File: config.mk
export PLATFORM = sky130hd
export DESIGN_NAME = uart_tx
export DESIGN_NICKNAME = d
export VERILOG_FILES = /design/src/rtl/uart_pkg.sv /design/src/rtl/uart_baud_cnt.sv /design/src/rtl/uart_tx.sv
export SDC_FILE = /design/constraint.sdc
export NUM_CORES = 1
export LEC_CHECK = 0
export CORE_MARGIN = 3
export CORE_UTILIZATION = 50
export CTS_BUF_LIST = sky130_fd_sc_hd__clkbuf_4
export CTS_CLUSTER_SIZE = 8
export DETAILED_ROUTE_END_ITERATION = 10
export PLACE_DENSITY = 0.75
export REMOVE_ABC_BUFFERS = 1
export SETUP_SLACK_MARGIN = 0.05
export SKIP_CTS_REPAIR_TIMING = 1
export SLEW_MARGIN = 20
export SYNTH_ARGS = -nofsm -noshare
export SYNTH_HDL_FRONTEND = slang
export SYNTH_SLANG_ARGS = --single-unit
File: constraint.sdc
create_clock -name clk -period 3.77 [get_ports clk]
set_input_delay 0.754 -clock clk [delete_from_list [all_inputs] [get_ports clk]]
set_output_delay 0.754 -clock clk [all_outputs]
set_load 0.005 [all_outputs]
File: src/rtl/uart_pkg.sv
`default_nettype none
// +----------------------------------------------------------------------+
// | uart_pkg: shared UART types and constants for the TX and RX blocks.  |
// | Rev 1.0                                                              |
// +----------------------------------------------------------------------+
package uart_pkg;

  localparam int CLK_FREQ_DFLT  = 1000000;
  localparam int BAUD_RATE_DFLT = 100000;
  localparam int DATA_BITS      = 8;

  localparam logic PARITY_EVEN = 1'b0;
  localparam logic PARITY_ODD  = 1'b1;

  typedef enum logic [2:0] {
    IDLE   = 3'd0,
    START  = 3'd1,
    DATA   = 3'd2,
    PARITY = 3'd3,
    STOP   = 3'd4
  } uart_state_e;

  // Parity bit that makes the total count of ones even (or odd).
  function automatic logic parity_bit(input logic [DATA_BITS-1:0] data, input logic mode);
    return (mode == PARITY_EVEN) ? ^data : ~^data;
  endfunction

endpackage
`default_nettype wire

File: src/rtl/uart_baud_cnt.sv
`default_nettype none
// +----------------------------------------------------------------------+
// | uart_baud_cnt: 0..DIV-1 bit-time counter, held at 0 when disabled,   |
// | with a one-cycle wrap strobe.                   Rev 1.0              |
// +----------------------------------------------------------------------+
module uart_baud_cnt #(
  parameter int DIV = 10
) (
  input  logic clk,
  input  logic rst_n,
  input  logic en,
  output logic wrap
);

  localparam int             CNT_W   = (DIV > 1) ? $clog2(DIV) : 1;
  localparam logic [CNT_W-1:0] CNT_MAX = CNT_W'(DIV - 1);

  logic [CNT_W-1:0] r_cnt;

  always_ff @(posedge clk or negedge rst_n) begin
    if (!rst_n) begin
      r_cnt <= '0;
    end else if (!en || r_cnt == CNT_MAX) begin
      r_cnt <= '0;
    end else begin
      r_cnt <= r_cnt + 1'b1;
    end
  end

  assign wrap = en && (r_cnt == CNT_MAX);

endmodule
`default_nettype wire

File: src/rtl/uart_tx.sv
`default_nettype none
// +----------------------------------------------------------------------+
// | uart_tx: 8N1 UART transmitter with valid/ready byte input.           |
// | Optional parity bit when UART_TX_PARITY_EN is defined.   Rev 1.0     |
// +----------------------------------------------------------------------+
module uart_tx
  import uart_pkg::*;
#(
  parameter int CLK_FREQ  = CLK_FREQ_DFLT,
  parameter int BAUD_RATE = BAUD_RATE_DFLT
) (
  input  logic                 clk,
  input  logic                 rst_n,
  input  logic [DATA_BITS-1:0] tx_data,
  input  logic                 tx_valid,
  output logic                 tx_ready,
  output logic                 uart_txd,
  output logic                 tx_busy,
  output logic                 tx_done
`ifdef UART_TX_PARITY_EN
  ,
  input  logic                 parity_mode
`endif
);

  localparam int               DIV      = CLK_FREQ / BAUD_RATE;
  localparam int               BIT_W    = $clog2(DATA_BITS);
  localparam logic [BIT_W-1:0] BIT_LAST = BIT_W'(DATA_BITS - 1);

  uart_state_e          r_state;
  logic [DATA_BITS-1:0] r_shift;
  logic [BIT_W-1:0]     r_bit_cnt;
  logic                 w_wrap;
`ifdef UART_TX_PARITY_EN
  logic                 r_parity;
`endif

  assign tx_ready = (r_state == IDLE);
  assign tx_busy  = (r_state != IDLE);

  uart_baud_cnt #(
    .DIV (DIV)
  ) u_baud_cnt (
    .clk   (clk),
    .rst_n (rst_n),
    .en    (tx_busy),
    .wrap  (w_wrap)
  );

  // uart_txd is loaded one bit ahead so the pin only moves on bit boundaries.
  always_ff @(posedge clk or negedge rst_n) begin
    if (!rst_n) begin
      r_state   <= IDLE;
      uart_txd  <= 1'b1;
      tx_done   <= 1'b0;
      r_shift   <= '0;
      r_bit_cnt <= '0;
`ifdef UART_TX_PARITY_EN
      r_parity  <= 1'b0;
`endif
    end else begin
      tx_done <= 1'b0;
      case (r_state)
        IDLE: begin
          if (tx_valid) begin
            r_shift   <= tx_data;
            r_bit_cnt <= '0;
            uart_txd  <= 1'b0;
            r_state   <= START;
`ifdef UART_TX_PARITY_EN
            r_parity  <= parity_bit(tx_data, parity_mode);
`endif
          end
        end
        START: begin
          if (w_wrap) begin
            uart_txd <= r_shift[0];
            r_shift  <= r_shift >> 1;
            r_state  <= DATA;
          end
        end
        DATA: begin
          if (w_wrap) begin
            if (r_bit_cnt == BIT_LAST) begin
`ifdef UART_TX_PARITY_EN
              uart_txd <= r_parity;
              r_state  <= PARITY;
`else
              uart_txd <= 1'b1;
              r_state  <= STOP;
`endif
            end else begin
              uart_txd  <= r_shift[0];
              r_shift   <= r_shift >> 1;
              r_bit_cnt <= r_bit_cnt + 1'b1;
            end
          end
        end
`ifdef UART_TX_PARITY_EN
        PARITY: begin
          if (w_wrap) begin
            uart_txd <= 1'b1;
            r_state  <= STOP;
          end
        end
`endif
        STOP: begin
          if (w_wrap) begin
            r_state <= IDLE;
            tx_done <= 1'b1;
          end
        end
        default: begin
          uart_txd <= 1'b1;
          r_state  <= IDLE;
        end
      endcase
    end
  end

endmodule
`default_nettype wire

### Yosys cells after proc, flatten, opt, wreduce, memory -nomap -nowiden

Cells that the tools add are included.

* add/subtract/negate cells: 2
* bitwise logic cells: 1
* multiply operators: 0
* reduce and logical (&&, ||, !) cells: 11
* shift operators: 0
* equal/unequal tests: 11
* order comparisons: 0
* multiplexer cells: 23
* divide/modulo/power cells: 0

Operators by type and width (count)
* 2-to-1 mux 8 bit: 4
* 2-to-1 mux 3 bit: 8
* case mux 8 bit (3 select lines): 1
* case mux 3 bit (4 select lines): 1
* AND reduction 5 bit: 2
* AND reduction 4 bit: 2
* == test 3 bit, second input constant: 2
* 2-to-1 mux 1 bit: 6
* inequality test 2 x 1 -> 1 bit, second input constant: 3
* inequality test 2 bit, second input constant: 3
* case mux 3 bit (2 select lines): 1
* nonzero test 3 bit: 2
* adder 4 x 1 -> 4 bit, second input constant: 1
* == test 4 bit, second input constant: 1
* 2-to-1 mux 4 bit: 1
* case mux 1 bit (4 select lines): 1
* adder 3 x 1 -> 3 bit, second input constant: 1
* == test 3 x 1 -> 1 bit, second input constant: 1
* == test 3 x 2 -> 1 bit, second input constant: 1
* zero test 3 bit: 1
* nonzero test 2 bit: 1
* logical AND 1 bit: 1
* zero test 1 bit: 1
* logical OR 1 bit: 1
* inverter 1 bit: 1

* bits in latches: 0
* input port bits: 11
* ROM bits: 0
* memories kept: 0
* output and inout bits: 4
* memory bits (writable): 0
* bits in registers: 20
* word-level logic and storage cells: 54

### Longest topological paths before layout

* depth in word-level cells: 4
* mapped depth: 6
* gate-level depth less buffers: 6

### Cells and area by module

From an unflattened synthesis, not the netlist that was laid out.

* cell total of the unflattened synthesis: 99
* area total of the unflattened synthesis: 1159.9 um2

Modules (own cells, without submodules)
* uart_tx: seq. area each 401.6 um2, instances 1, cells each 79, area each 947.2 um2
* uart_baud_cnt: seq. area each 100.1 um2, instances 1, cells each 20, area each 212.7 um2

### Worst setup path before layout

Ideal clock, no wire load.

* kind: register -> register
* from: register r_bit_cnt[0]
* to: register r_shift[0]
* path buffers: 0
* clock period less this slack: 1.875 ns
* required time: 3.691 ns
* setup time: 0.079 ns
* data arrival time: 1.795 ns
* slack: 1.895 ns
* stages on the path, launching flop included: 7
* cell sequence: dfrtp_1 ha_1 ha_1 or3b_4 a21oi_4 a21boi_4 a2bb2oi_1

* longest elaborated chain between the ends: 3

Ends and longest elaborated chain
* start, declared: line uart_tx.sv:32 `logic [BIT_W-1:0] r_bit_cnt;`
* start signal, assigned: line uart_tx.sv:95 `r_bit_cnt <= r_bit_cnt + 1'b1;`
* == test 3 bit: line uart_tx.sv:84 `if (r_bit_cnt == BIT_LAST) begin`
* inequality test 2 bit (no line)
* AND reduction 5 bit (no line)
* end signal, assigned: line uart_tx.sv:66 `r_shift <= tx_data;`
* end signal, assigned: line uart_tx.sv:78 `r_shift <= r_shift >> 1;`
* end signal, assigned: line uart_tx.sv:94 `r_shift <= r_shift >> 1;`
* end, declared: line uart_tx.sv:31 `logic [DATA_BITS-1:0] r_shift;`

Every way passes these cells.
A chain may end at the register's enable or synchronous reset.

### Final worst setup path

* from: register r_state[0]
* to: output tx_ready

* longest elaborated chain between the ends: 1

Ends and longest elaborated chain
* start, declared: line uart_tx.sv:30 `uart_state_e r_state;`
* start signal, assigned: line uart_tx.sv:53 `r_state <= IDLE;`
* start signal, assigned: line uart_tx.sv:69 `r_state <= START;`
* start signal, assigned: line uart_tx.sv:79 `r_state <= DATA;`
* zero test 3 bit: line uart_tx.sv:38 `assign tx_ready = (r_state == IDLE);`
* end, declared: line uart_tx.sv:16 `output logic tx_ready,`

Every way passes these cells.

==> out/results.txt <==
RSZ-0062 raised after global routing - false
Layout area overhead - 18.8%
Synth Area per Inst - 11.2 um2
Tot Pwr - 0.860 mW
Seq/Total Area, Yosys - 50.1%
wire per inst - 15.0 um
Final Slew Violations - 0
IO Port Bufs - 14
die width - 50.7 um
Antenna Nets Post-Route - 0
Initial Util - 55.6%
layout cells sized above 1 - 9.62%
root buffer cell - clkbuf_4
Die Y-Extent - 50.7 um
met3 usage - 2.97%
VDD IR max - 452 uV
Final Hold Viols - 0
# nets final - 121
die area - 0.00257 mm2
Critical Path, Cell by Cell - or3_1 -> inv_1 -> clkdlybuf4s50_1
final WL - 1940 um
Clock Tree Buf Depth - 2
async set-reset flop share out of synthesis - 100%
setup TNS - 0 ns
CP top delay family - buffers and inverters
I/O pin total - 15
GRT busiest layer - met2
synthesized instance count - 89
hold crit path type - flip-flop to flip-flop
largest area contributor in the netlist - dfrtp_1
Critical Path Source Type - flip-flop
number of global-route vias before repair - 724
global route total overflow - 0
FF+latch count, synth - 20
Multi-input gate area - 470 um2
final-report setup violation count - 0
Core Box Area - 0.00180 mm2
H-tree Lvls - 1
Worst Max-Slew Pin Slew - 0.868 ns
Largest stage delay, worst path - 0.55 ns
Max Fclk - 384 MHz
Power Dens Cells - 724 mW/mm2
total number of vias - 762
status - complete, no violations
Yosys cell types - 36
critical path required time - 3.02 ns
synth cell count leaders - 19 x dfrtp_1, 7 x a2bb2oi_1, 7 x o22ai_1, 6 x nor2_1
DR pass1 iterations - 4
CTS clk-pin slew, worst paths - 0.11 ns
EDFF count, synth - 0
Tmin final - 2.61 ns
All-Layer GR Usage - 17.3%
total clock sinks - 20
main flop type after synthesis - dfrtp_1
slowest stage cell, crit path - dfrtp_1
Final HPWL DP - 1440 um
row count - 15
ANT cells - 0
Remaining DRCs - 0
GP Congestion - 0.781
met2 usage - 26.7%
number of buffers and inverters on the critical path - 2
Worst slew margin - 42.0%
Max FO, Critical Path - 15
placed insts - 125
Reg area - 502 um2
GRT met1 Usage - 23.4%
Leak - 0.520 nW
mapped cell area - 0.00100 mm2
CTS Buf Count - 3
DRT iter0 DRCs - 10
initial antenna violation count - 0
CP arrival - 1.85 ns
FILL cells - 155
CTS tree - built
Cell Count, Final, Fillers Out - 129
Area contributors post-synth - dfrtp_1 48%, ha_1 6.3%, a2bb2oi_1 6.1%, o22ai_1 4.4%, dfstp_2 2.6%
skew final - 0.00502 ns
max-cap violations - 0
first-pass GRT wire length - 3310 um
area share of the largest cell type after synthesis - 47.5%
Vias/cell - 5.91
CP endpoint kind - primary output
most common cell in the netlist - dfrtp_1
Min Hold Slack - 0.506 ns
worst-skew pair later-pin latency - 0.30 ns
CP Class - flip-flop to primary output
synth warn - 0
pin count of the biggest net entering global routing - 21
Final period util - 69.1%
[layer usage]
| layer | vias to the layer above | routed length, um |
|---|---|---|
| met1 | 374 | 879 |
| li1 | 366 | - |
| met4 | 0 | 43 |
| met5 | - | 0 |
| met2 | 17 | 940 |
| met3 | 5 | 77 |
[worst register-to-register path, delay by kind of cell, from the launching register on]
family / cells / cell delay (ns)
AOI/OAI and AO/OA: 3 / 0.82
adders and majority gates: 2 / 0.43
DFF: 1 / 0.40
and+or+nand+nor: 1 / 0.38
[final timing paths]
check / startpoint / end / slack (ns) / depth (start not counted)
setup / recovery: r_state[0] / tx_ready / 1.16 / 3
hold reg to reg: u_baud_cnt.r_cnt[0] / u_baud_cnt.r_cnt[0] / 0.51 / 1
max in group asynchronous: rst_n / r_bit_cnt[2] / 2.30 / 1
min in group asynchronous: rst_n / r_shift[6] / 0.93 / 1
setup reg to reg: r_bit_cnt[0] / r_shift[2] / 1.66 / 6
hold / removal: u_baud_cnt.r_cnt[0] / u_baud_cnt.r_cnt[0] / 0.51 / 1
[area by class of cell]
| type | count | area share, % |
|---|---|---|
| sequential | 20 | 42.2 |
| multi-input combinational | 62 | 39.6 |
| clock buffer | 4 | 2.53 |
| inverter | 4 | 1.26 |
| tap | 25 | 2.63 |
| timing repair buffer | 14 | 11.8 |
[per-stage QoR]
step,utilization [%],area (um2),setup WS [ns]
after floorplan,-,987,1.90
after global placement,64.3,1160,1.51
after detailed placement,64.3,1160,1.45
after CTS,66.0,1190,1.16
after global routing,66.0,1190,1.05
final,66.0,1190,1.16
[flip-flops by register name (all words and copies together), names as in the netlist]
register	cells
uart_txd	1
r_state	3
u_baud_cnt.r_cnt	4
r_shift	8
tx_done	1
r_bit_cnt	3
[cell families (layout without fill, tap and decap cells)]
kind of cell | Yosys count | count (layout) | synth area share [%]
AO/OA/AOI/OAI | 29 | 29 | 22.5
AND/OR/NAND/NOR | 23 | 23 | 13.4
flip-flops | 20 | 20 | 50.1
buffers and inverters | 7 | 22 | 2.87
adder cells (fa/ha/maj) | 5 | 5 | 6.25
XOR/XNOR | 3 | 3 | 2.63
multiplexers | 2 | 2 | 2.25
[power breakdown]
| group | internal, mW | total, mW | switching (mW) |
|---|---|---|---|
| sequential | 0.298 | 0.373 | 0.0752 |
| clock | 0.0485 | 0.112 | 0.0637 |
| combinational | 0.203 | 0.375 | 0.172 |
[cells in the final DEF, fill, tap and decap left out, types with 2 or more instances in the layout]
master,count
dfrtp_1,19
clkdlybuf4s50_1,14
o22ai_1,7
a2bb2oi_1,7
nor2_1,6
a21oi_1,5
ha_1,5
clkbuf_4,4
inv_1,3
nand3b_1,3
or3_1,2
nand3_1,2
xor2_1,2
nor3_1,2
a22o_1,2
Power figures use the tool's default switching activity.
